`config.mk`:
```
export PLATFORM = sky130hd
export DESIGN_NAME = pattern_sig_compactor
export DESIGN_NICKNAME = d
export VERILOG_FILES = /design/src/rtl/pattern_sig_compactor_pkg.sv /design/src/rtl/pattern_sig_compactor_misr_step.sv /design/src/rtl/pattern_sig_compactor.sv
export SDC_FILE = /design/constraint.sdc
export NUM_CORES = 1
export LEC_CHECK = 0
export ABC_AREA = 1
export ABC_CLOCK_PERIOD_IN_PS = 3170
export BUFFER_PORTS_ARGS = -buffer_cell sky130_fd_sc_hd__buf_2
export CAP_MARGIN = 20
export CORE_MARGIN = 2
export CORE_UTILIZATION = 30
export DETAILED_ROUTE_END_ITERATION = 16
export GPL_ROUTABILITY_DRIVEN = 1
export PLACE_DENSITY = 0.55
export REMOVE_ABC_BUFFERS = 1
export SETUP_SLACK_MARGIN = 0.05
export SYNTH_ARGS = -nofsm -noshare
export SYNTH_HDL_FRONTEND = slang
export SYNTH_SLANG_ARGS = --single-unit
```
`constraint.sdc`:
```
create_clock -name blif_clk_net -period 3.17 [get_ports blif_clk_net]
set_input_delay 0.1585 -clock blif_clk_net [delete_from_list [all_inputs] [get_ports blif_clk_net]]
set_output_delay 0.1585 -clock blif_clk_net [all_outputs]
set_load 0.02 [all_outputs]
```
`src/rtl/pattern_sig_compactor_pkg.sv`:
```
// Shared types and constants for the response-compaction stage: FSM states,
// signature defaults and the upstream bit positions inside resp_in.
package pattern_sig_compactor_pkg;

    localparam int         DEF_WIDTH = 8;
    localparam logic [7:0] DEF_POLY  = 8'h1D;
    localparam logic [7:0] DEF_SEED  = 8'h00;

    typedef enum logic [3:0] {
        S_IDLE = 4'b0001,
        S_WARM = 4'b0010,
        S_RUN  = 4'b0100,
        S_DONE = 4'b1000
    } state_e;

    // resp_in bit positions, named after the upstream register outputs
    localparam int RESP_G42    = 0;
    localparam int RESP_N_572  = 1;
    localparam int RESP_N_573  = 2;
    localparam int RESP_N_549  = 3;
    localparam int RESP_N_42   = 4;
    localparam int RESP_G199   = 5;
    localparam int RESP_ACVQN1 = 6;
    localparam int RESP_P6     = 7;

endpackage

```
`src/rtl/pattern_sig_compactor_misr_step.sv`:
```
// One MISR fold: shift left, apply feedback taps when the MSB falls out,
// then XOR in the parallel response word.
module misr_step
    import pattern_sig_compactor_pkg::*;
#(
    parameter int               WIDTH = DEF_WIDTH,
    parameter logic [WIDTH-1:0] POLY  = WIDTH'(DEF_POLY)
) (
    input  logic [WIDTH-1:0] sig,
    input  logic [WIDTH-1:0] resp,
    output logic [WIDTH-1:0] sig_next
);

    always_comb begin
        sig_next = {sig[WIDTH-2:0], 1'b0} ^ (sig[WIDTH-1] ? POLY : '0) ^ resp;
    end

endmodule

```
`src/rtl/pattern_sig_compactor.sv`:
```
// MISR response compactor: warm-up flush, capture window of len samples,
// then hold the signature and compare it against golden.
module pattern_sig_compactor
    import pattern_sig_compactor_pkg::*;
#(
    parameter int               WIDTH  = DEF_WIDTH,
    parameter logic [WIDTH-1:0] POLY   = WIDTH'(DEF_POLY),
    parameter logic [WIDTH-1:0] SEED   = WIDTH'(DEF_SEED),
    parameter int               WARMUP = 2,
    parameter int               LEN_W  = 16
) (
    input  logic             blif_clk_net,
    input  logic             blif_reset_net,
    input  logic [WIDTH-1:0] resp_in,
    input  logic             start,
    input  logic             abort,
    input  logic [LEN_W-1:0] len,
    input  logic [WIDTH-1:0] golden,
    output logic             busy,
    output logic             done,
    output logic             pass,
    output logic [WIDTH-1:0] sig,
    output logic [LEN_W-1:0] count,
    output state_e           state_dbg
);

    localparam int  WC_W    = (WARMUP > 1) ? $clog2(WARMUP) : 1;
    localparam bit  NO_WARM = (WARMUP == 0);

    // Handshake: start is a request accepted only when busy=0; done is a level
    // that holds (with sig/pass valid) until the next accepted start or abort.
    state_e           state, state_n;
    logic [WIDTH-1:0] sig_n, sig_fold;
    logic [LEN_W-1:0] count_n, len_q, len_n;
    logic [WC_W-1:0]  wcnt, wcnt_n;

    misr_step #(.WIDTH(WIDTH), .POLY(POLY)) u_step (
        .sig      (sig),
        .resp     (resp_in),
        .sig_next (sig_fold)
    );

    always_comb begin
        state_n = state;
        sig_n   = sig;
        count_n = count;
        wcnt_n  = wcnt;
        len_n   = len_q;
        if (abort) begin
            state_n = S_IDLE;
            sig_n   = SEED;
            count_n = '0;
            wcnt_n  = '0;
        end else begin
            case (state)
                S_IDLE, S_DONE: begin
                    if (start) begin
                        len_n   = len;
                        sig_n   = SEED;
                        count_n = '0;
                        wcnt_n  = '0;
                        if (NO_WARM) state_n = (len == '0) ? S_DONE : S_RUN;
                        else         state_n = S_WARM;
                    end
                end
                S_WARM: begin
                    wcnt_n = wcnt + 1'b1;
                    if (wcnt == WC_W'(WARMUP - 1))
                        state_n = (len_q == '0) ? S_DONE : S_RUN;
                end
                S_RUN: begin
                    sig_n = sig_fold;
                    // count stops at len_q, so it cannot wrap even at the max length
                    if (count != len_q) count_n = count + 1'b1;
                    if (count + 1'b1 == len_q) state_n = S_DONE;
                end
                default: state_n = S_IDLE;
            endcase
        end
    end

    always_ff @(posedge blif_clk_net or posedge blif_reset_net) begin
        if (blif_reset_net) begin
            state <= S_IDLE;
            sig   <= SEED;
            count <= '0;
            wcnt  <= '0;
            len_q <= '0;
        end else begin
            state <= state_n;
            sig   <= sig_n;
            count <= count_n;
            wcnt  <= wcnt_n;
            len_q <= len_n;
        end
    end

    assign busy      = (state == S_WARM) || (state == S_RUN);
    assign done      = (state == S_DONE);
    assign pass      = done && (sig == golden);
    assign state_dbg = state;

endmodule

```
==> key figures, run 1 <==
Outcome
  • Outcome: finished, final reports clean

Min path
  • Worst Hold Depth: 2
  • Worst hold path type: in2reg

Clocking
  • Clock Tree Buf Depth: 2
  • Clock Sinks: 45
  • Num CTS Buffers: 5
  • Clk_lat worst skew: 300 ps
  • # H-tree levels: 2
  • CTS tree: yes
  • Resized cells post-CTS: 0
  • Setup bufs post-CTS: 0
  • Hold-fix buffers, CTS: 0
  • Clock transition at the registers of the reported paths: 90 ps
  • Root buf cell: clkbuf_8

Routing
  • Vias per cell: 4.54
  • Routed WL: 8.23 mm
  • DRC viols: 0
  • DR WL/cell: 12.8 um
  • Initial DRC Count: 129
  • Vias: 2918
  • Post-route ant nets: 0
  • DR pass1 iterations: 4

Logic synthesis
  • Yosys reg bits: 45
  • Post-synth EDFFs: 0
  • Top FF cell, synth: dfrtp_1
  • Post-synthesis xor/xnor area fraction: 6.88%
  • Multiplexer area fraction after synthesis: 0.368%
  • Largest family of logic cells by synthesized area: simple AND/OR/NAND/NOR gates
  • Synth Area in Adders: 0.409%
  • Post-Synth Simple-Gate Area: 35.9%
  • Synth Instances: 445
  • Synth cell types: 37
  • Asr flop ratio synth: 100%
  • Syn avg cell area: 6.87 sq um
  • Register area share after synthesis: 36.9%
  • Post-synthesis compound-gate area fraction: 9.91%
  • Yosys warning count: 0
  • Post-Syn Area: 3060 sq um

Floorplan
  • FP Rows: 36
  • DIE HEIGHT: 105 um
  • Core box area: 9820 sq um
  • Die Wd: 105 um
  • Ports: 67
  • Initial Util: 31.1%
  • Die ar.: 11000 sq um

Flow run
  • Max-capacitance violation count: 0

Final layout
  • Nets: 546
  • Area growth syn-to-layout: 18.3%
  • Non-filler instance count after layout: 643
  • Util after Layout: 36.8%
  • Final instance area: 3610 sq um
  • Share of cells above drive strength 1: 19.4%
  • Ant. Diodes: 0

Timing
  • Least-Margin Pin Slew: 594 ps
  • Final Hold Vio Count: 0
  • Hold_ws: 80.6 ps
  • Minimum period implied by the final worst setup slack: 2160 ps
  • Rel. slew slack: 60.3%
  • Fmax: 462 MHz
  • Setup ws final: 1010 ps
  • Crit share post-route: 68.3%
  • RSZ-0062 raised after global routing: no
  • Setup Skew: 5.79 ps
  • Post-route setup TNS: 0 ps
  • Fin. max-slew vios: 0
  • Final setup fails: 0

Placed design
  • RePlAce Congestion: 0.915
  • PortBufs: 66
  • Post-DP Area: 3500 sq um
  • Placed cell count: 633
  • Hpwl dp: 6.27 mm
  • Place WS: 960 ps

Power
  • Total Power: 1.61 mW
  • Leak: 1.90 nW
  • Peak VDD IR: 193 uV
  • PD cells: 446 nW/um^2

Global routing
  • GR Layer Usage met2: 24.4%
  • Initial antenna violation count: 0
  • M1 GR Usage: 21.3%
  • Number of global-route vias before repair: 2758
  • Most used routing layer: met2
  • GRT overflow: 0
  • GRT Total Usage: 15.3%
  • Largest net degree at the start of global routing: 46
  • Global-route wire length before repair: 13.6 mm
  • GR Util met3: 2.43%

Critical path
  • CP Capture Type: register
  • Startpoint Class: register
  • Crit path DAT: 2330 ps
  • Critical path fanouts, max: 32
  • CP required: 3340 ps
  • Worst Reg-to-Reg Cells: 8
  • Critical path class: reg2reg
worst max-delay path: stages, from the launching register on:
cell and delay (ps):
dfrtp_1 420, nor2_1 110, inv_1 60, nor2_1 80
nand2_1 150, nor2_4 420, nand4_1 170, nand2_2 460
o21ai_0 140
cell families after synthesis:
family,Yosys count
multiplexers,1
AO/OA/AOI/OAI,58
AND/OR/NAND/NOR,245
flip-flops,45
XOR/XNOR,24
buffers and inverters,71
adder cells (fa/ha/maj),1
cell usage after synthesis, types with 3 or more instances:
| cell type | count | share of area [%] |
|---|---|---|
| dfrtp_1 | 44 | 36 |
| nor4_1 | 8 | 1.6 |
| nor2_2 | 4 | 0.82 |
| inv_1 | 56 | 6.9 |
| o21ai_0 | 17 | 2.8 |
| xor2_1 | 19 | 5.4 |
| nor2_4 | 3 | 1.1 |
| a21oi_1 | 25 | 4.1 |
| clkbuf_1 | 6 | 0.74 |
| nor3_1 | 3 | 0.49 |
| nand4_1 | 7 | 1.4 |
| buf_4 | 3 | 0.74 |
| nand2_2 | 4 | 0.82 |
| o21ai_1 | 11 | 1.8 |
| nand2_1 | 137 | 17 |
| xnor2_1 | 5 | 1.4 |
| nand3_1 | 26 | 4.3 |
| nor2_1 | 44 | 5.4 |
report_power, final:
part / total [mW] / internal, mW / switching [mW]
Clock: 0.363 / 0.157 / 0.206
Sequential: 0.755 / 0.664 / 0.0911
Combinational: 0.496 / 0.173 / 0.323
state kept, by name, summed over array words and instances (netlist names):
register,cells
sig,8
state_dbg,4
wcnt,1
count,16
len_q,16
layout by cell type, fill, tap and decap left out, types with 2 or more instances in the layout:
cell type | Yosys | layout
xor2_1 | 19 | 19
inv_1 | 56 | 55
nor3_1 | 3 | 3
nand3_2 | 2 | 2
o21ai_0 | 17 | 17
buf_2 | 1 | 66
xnor2_1 | 5 | 5
nor2_4 | 3 | 3
nand4_1 | 7 | 7
nor4_1 | 8 | 8
nand2_4 | 2 | 2
nand2_2 | 4 | 4
nor2_2 | 4 | 4
nand2_1 | 137 | 137
clkbuf_1 | 6 | 2
nor2_1 | 44 | 44
inv_2 | 1 | 2
o22ai_1 | 2 | 2
o21ai_1 | 11 | 11
buf_12 | 0 | 2
dfrtp_1 | 44 | 44
a21oi_1 | 25 | 25
clkbuf_8 | 0 | 5
nand3_1 | 26 | 26
final timing paths:
kind                                               start                       end  slack [ps]
worst min register to register  state_dbg[0]$_DFFE_PP1P_  state_dbg[0]$_DFFE_PP1P_         480
min in group asynchronous                 blif_reset_net        sig[0]$_DFFE_PP0P_         260
worst max register to register  state_dbg[1]$_DFFE_PP0P_      count[1]$_DFFE_PP0P_        1010
worst max-delay path            state_dbg[1]$_DFFE_PP0P_      count[1]$_DFFE_PP0P_        1010
max in group asynchronous                 blif_reset_net  state_dbg[0]$_DFFE_PP1P_        2420
worst min-delay path                              len[9]      len_q[9]$_DFFE_PP0P_          80
area by class of cell:
class	instances	area (sq um)
Clock buffer	7	76.3
Inverter	59	223
Fill cell	1125	6200
Tap cell	133	166
Timing Repair Buffer	69	380
Sequential cell	45	1130
Clock inverter	1	7.51
Multi-Input combinational cell	329	1630
layer usage:
metal	vias up	part of all wire (%)
met4	0	1.5
li1	1537	-
met5	-	0
met1	1306	49
met2	64	45
met3	11	4.0
(Power assumes the default switching activity.)
==> run 2: changes to the inputs <==
Settings changed: ABC_AREA 1 to 0, ABC_CLOCK_PERIOD_IN_PS 3170 to 2050, PLACE_DENSITY 0.55 to 0.56.
Clock period 3.17 ns to 2.05 ns, I/O delays scaled along.
==> run 2 against run 1 <==
Compared with the run above:
- wire length grew 3.2%
- global-route usage grew 1.1 points
- cell count shrank 13%
- first-iteration DRC count shrank 14%
- critical path depth grew 1
- the flow now finishes with violations (negative setup slack)
- register-to-register slack lost 1100 ps
- non-clock buffer count grew 58
- largest power group unchanged
- sequential share of layout area shrank 2.7 points
- utilization grew 5.7 points
==> key figures, run 2 <==
Outcome
  • Outcome: finished, violations left
  • Failing checks: negative setup slack

Timing
  • Crit share post-route: 104%
  • Fmax: 469 MHz
  • Final Hold Vio Count: 0
  • Setup Skew: 7.07 ps
  • Final setup fails: 2
  • Fin. max-slew vios: 0
  • RSZ-0062 raised after global routing: yes
  • Least-Margin Pin Slew: 410 ps
  • Minimum period implied by the final worst setup slack: 2130 ps
  • Setup ws final: -82.7 ps
  • Rel. slew slack: 72.4%
  • Hold_ws: 16.9 ps

Power
  • Leak: 1.84 nW
  • Peak VDD IR: 318 uV
  • PD cells: 541 nW/um^2

Floorplan
  • Die Wd: 103 um
  • Die ar.: 10500 sq um
  • Initial Util: 31.3%
  • Ports: 67
  • FP Rows: 35
  • Core box area: 9330 sq um
  • DIE HEIGHT: 103 um

Clocking
  • Clock Sinks: 45
  • Num CTS Buffers: 5
  • Clk_lat worst skew: 310 ps
  • # H-tree levels: 2
  • Clock transition at the registers of the reported paths: 90 ps
  • Clock Tree Buf Depth: 2
  • CTS tree: yes
  • Root buf cell: clkbuf_8

Routing
  • DRC viols: 0
  • DR pass1 iterations: 5
  • Post-route ant nets: 0
  • DR WL/cell: 15.2 um
  • Vias: 2774
  • Vias per cell: 4.98
  • Initial DRC Count: 111
  • Routed WL: 8.49 mm

Final layout
  • Non-filler instance count after layout: 557
  • Largest registers: count x16, len_q x16, sig x8
  • Share of cells above drive strength 1: 40.7%
  • Ant. Diodes: 0
  • Area growth syn-to-layout: 36.0%
  • Nets: 464
  • Filler instances: 926
  • Area of the multi-input gates: 1710 sq um
  • Util after Layout: 42.5%
  • Commonest cells after routing, fill and taps aside: buf_2, buf_4, dfrtp_1
  • FF/Latch Area: 1130 sq um
  • Commonest non-fill, non-tap cell in the layout: buf_2

Logic synthesis
  • Register area share after synthesis: 38.7%
  • Synth Area in Adders: 0.429%
  • Largest family of logic cells by synthesized area: simple AND/OR/NAND/NOR gates
  • Post-synth EDFFs: 0
  • Most frequent cells after synthesis: dfrtp_1, o21ai_0, xnor2_1
  • Synth cell types: 52
  • Asr flop ratio synth: 100%
  • Yosys reg bits: 45
  • Post-Synth Simple-Gate Area: 19.7%
  • Yosys warning count: 0
  • Post-Syn Area: 2920 sq um
  • Post-synthesis compound-gate area fraction: 15.1%
  • Synth area leaders: dfrtp_1, xnor2_1, mux2_2, xor2_1, o21ai_0
  • Post-synthesis xor/xnor area fraction: 15.0%
  • Cell taking the most area after synthesis: dfrtp_1
  • Top FF cell, synth: dfrtp_1
  • Multiplexer area fraction after synthesis: 6.57%
  • Top-count cell post-synth: dfrtp_1
  • Top cell type's share of synthesized area: 37.8%
  • Syn avg cell area: 9.31 sq um
  • Synth Instances: 313

Global routing
  • GRT Total Usage: 16.4%
  • Number of global-route vias before repair: 2647
  • Largest net degree at the start of global routing: 46
  • Initial antenna violation count: 0
  • GRT overflow: 0
  • Global-route wire length before repair: 13.5 mm

Critical path
  • Crit path DAT: 2390 ps
  • CP required: 2300 ps
  • Critical path fanouts, max: 4
  • CP Capture Type: register
  • Worst Reg-to-Reg Cells: 9
  • Startpoint Class: register
  • Critical path class: reg2reg

Min path
  • Worst hold path type: in2reg
  • Worst Hold Depth: 2

Placed design
  • Hpwl dp: 6.33 mm
  • PortBufs: 66
  • Placed cell count: 537
  • RePlAce Congestion: 0.877

Flow run
  • Max-capacitance violation count: 0
==> run 2: cell count changes in the layout (fill, tap and decap cells not counted), sizes merged, moves of 5 or more <==
cell    previous run  this run
inv               57         4
xnor2              5        28
o31ai              1        11
mux2               1        17
o21ai             29        34
buf               68       125
nand3             29         9
a21oi             25         9
and3               0         5
nand2            143        26
nor2              51        18
nand2b             0         6
==> run 2: cell families after synthesis <==
family | count (synthesis)
xor+xnor | 49
fa+ha+maj | 1
flops | 45
buf+inv | 25
mux | 17
simple gates | 106
compound gates | 70
==> run 2: worst max-delay path: stages, from the launching register on <==
cell and delay (ps):
dfrtp_1 380, buf_4 130, nand3_2 110, nor2_1 240, buf_4 170, xnor2_1 120
nand4_1 170, a2111oi_4 330, and4_1 270, a41o_1 150
==> run 2: power breakdown <==
part / leakage (nW) / switching [mW] / internal [mW]
combinational: 1.21 / 0.253 / 0.263
clock: 0.0481 / 0.341 / 0.242
sequential: 0.584 / 0.0831 / 0.962
total: 1.84 / 0.677 / 1.47
==> run 2: path summary, 6_finish.rpt <==
| check | startpoint | to | slack (ps) |
|---|---|---|---|
| min in group asynchronous | blif_reset_net | len_q[3]$_DFFE_PP0P_ | 360 |
| max in group asynchronous | blif_reset_net | state_dbg[0]$_DFFE_PP1P_ | 1430 |
| worst max-delay path | count[0]$_DFFE_PP0P_ | state_dbg[3]$_DFFE_PP0P_ | -80 |
| worst min-delay path | len[0] | len_q[0]$_DFFE_PP0P_ | 20 |
| worst min register to register | count[3]$_DFFE_PP0P_ | count[3]$_DFFE_PP0P_ | 530 |
| worst max register to register | count[0]$_DFFE_PP0P_ | state_dbg[3]$_DFFE_PP0P_ | -80 |
==> run 2: layer usage <==
| metal | vias to the layer above | global-route usage, % | part of all wire (%) |
|---|---|---|---|
| li1 | 1353 | - | - |
| met1 | 1354 | 23.4 | 46 |
| met2 | 57 | 25.5 | 49 |
| met3 | 10 | 2.71 | 3.2 |
| met4 | 0 | 4.62 | 1.4 |
| met5 | - | 0 | 0 |
==> run 2: per-stage QoR <==
step | instance area [sq um] | setup TNS [ps] | setup slack, ps | total power, mW
3_5_place_dp | 3700 | -204 | -118 | 1.54
2_1_floorplan | 2800 | -3800 | -274 | 1.35
6_report | 3970 | -145 | -82.7 | 2.15
5_1_grt | 3970 | -642 | -181 | 2.26
3_3_place_gp | 3700 | -138 | -84.6 | 1.54
4_1_cts | 3880 | -133 | -76.7 | 2.14
==> run 2: layout make-up <==
| class | instances | area share, % |
|---|---|---|
| clock buffer | 5 | 1.74 |
| clock inverter | 3 | 0.568 |
| inverter | 5 | 0.473 |
| multi-input combinational | 243 | 43.2 |
| sequential | 45 | 28.5 |
| tap | 129 | 4.07 |
| timing repair buffer | 127 | 21.4 |
==> run 2: timing repair <==
action / CTS / global route
pin swaps: 8 / 7
gates cloned: 0 / 1
hold buffers: 1 / 0
endpoints found under the hold margin: 44 / 0
endpoints found under the setup margin: 12 / 18
buffers inserted: 8 / 2
gates resized for setup: 5 / 11
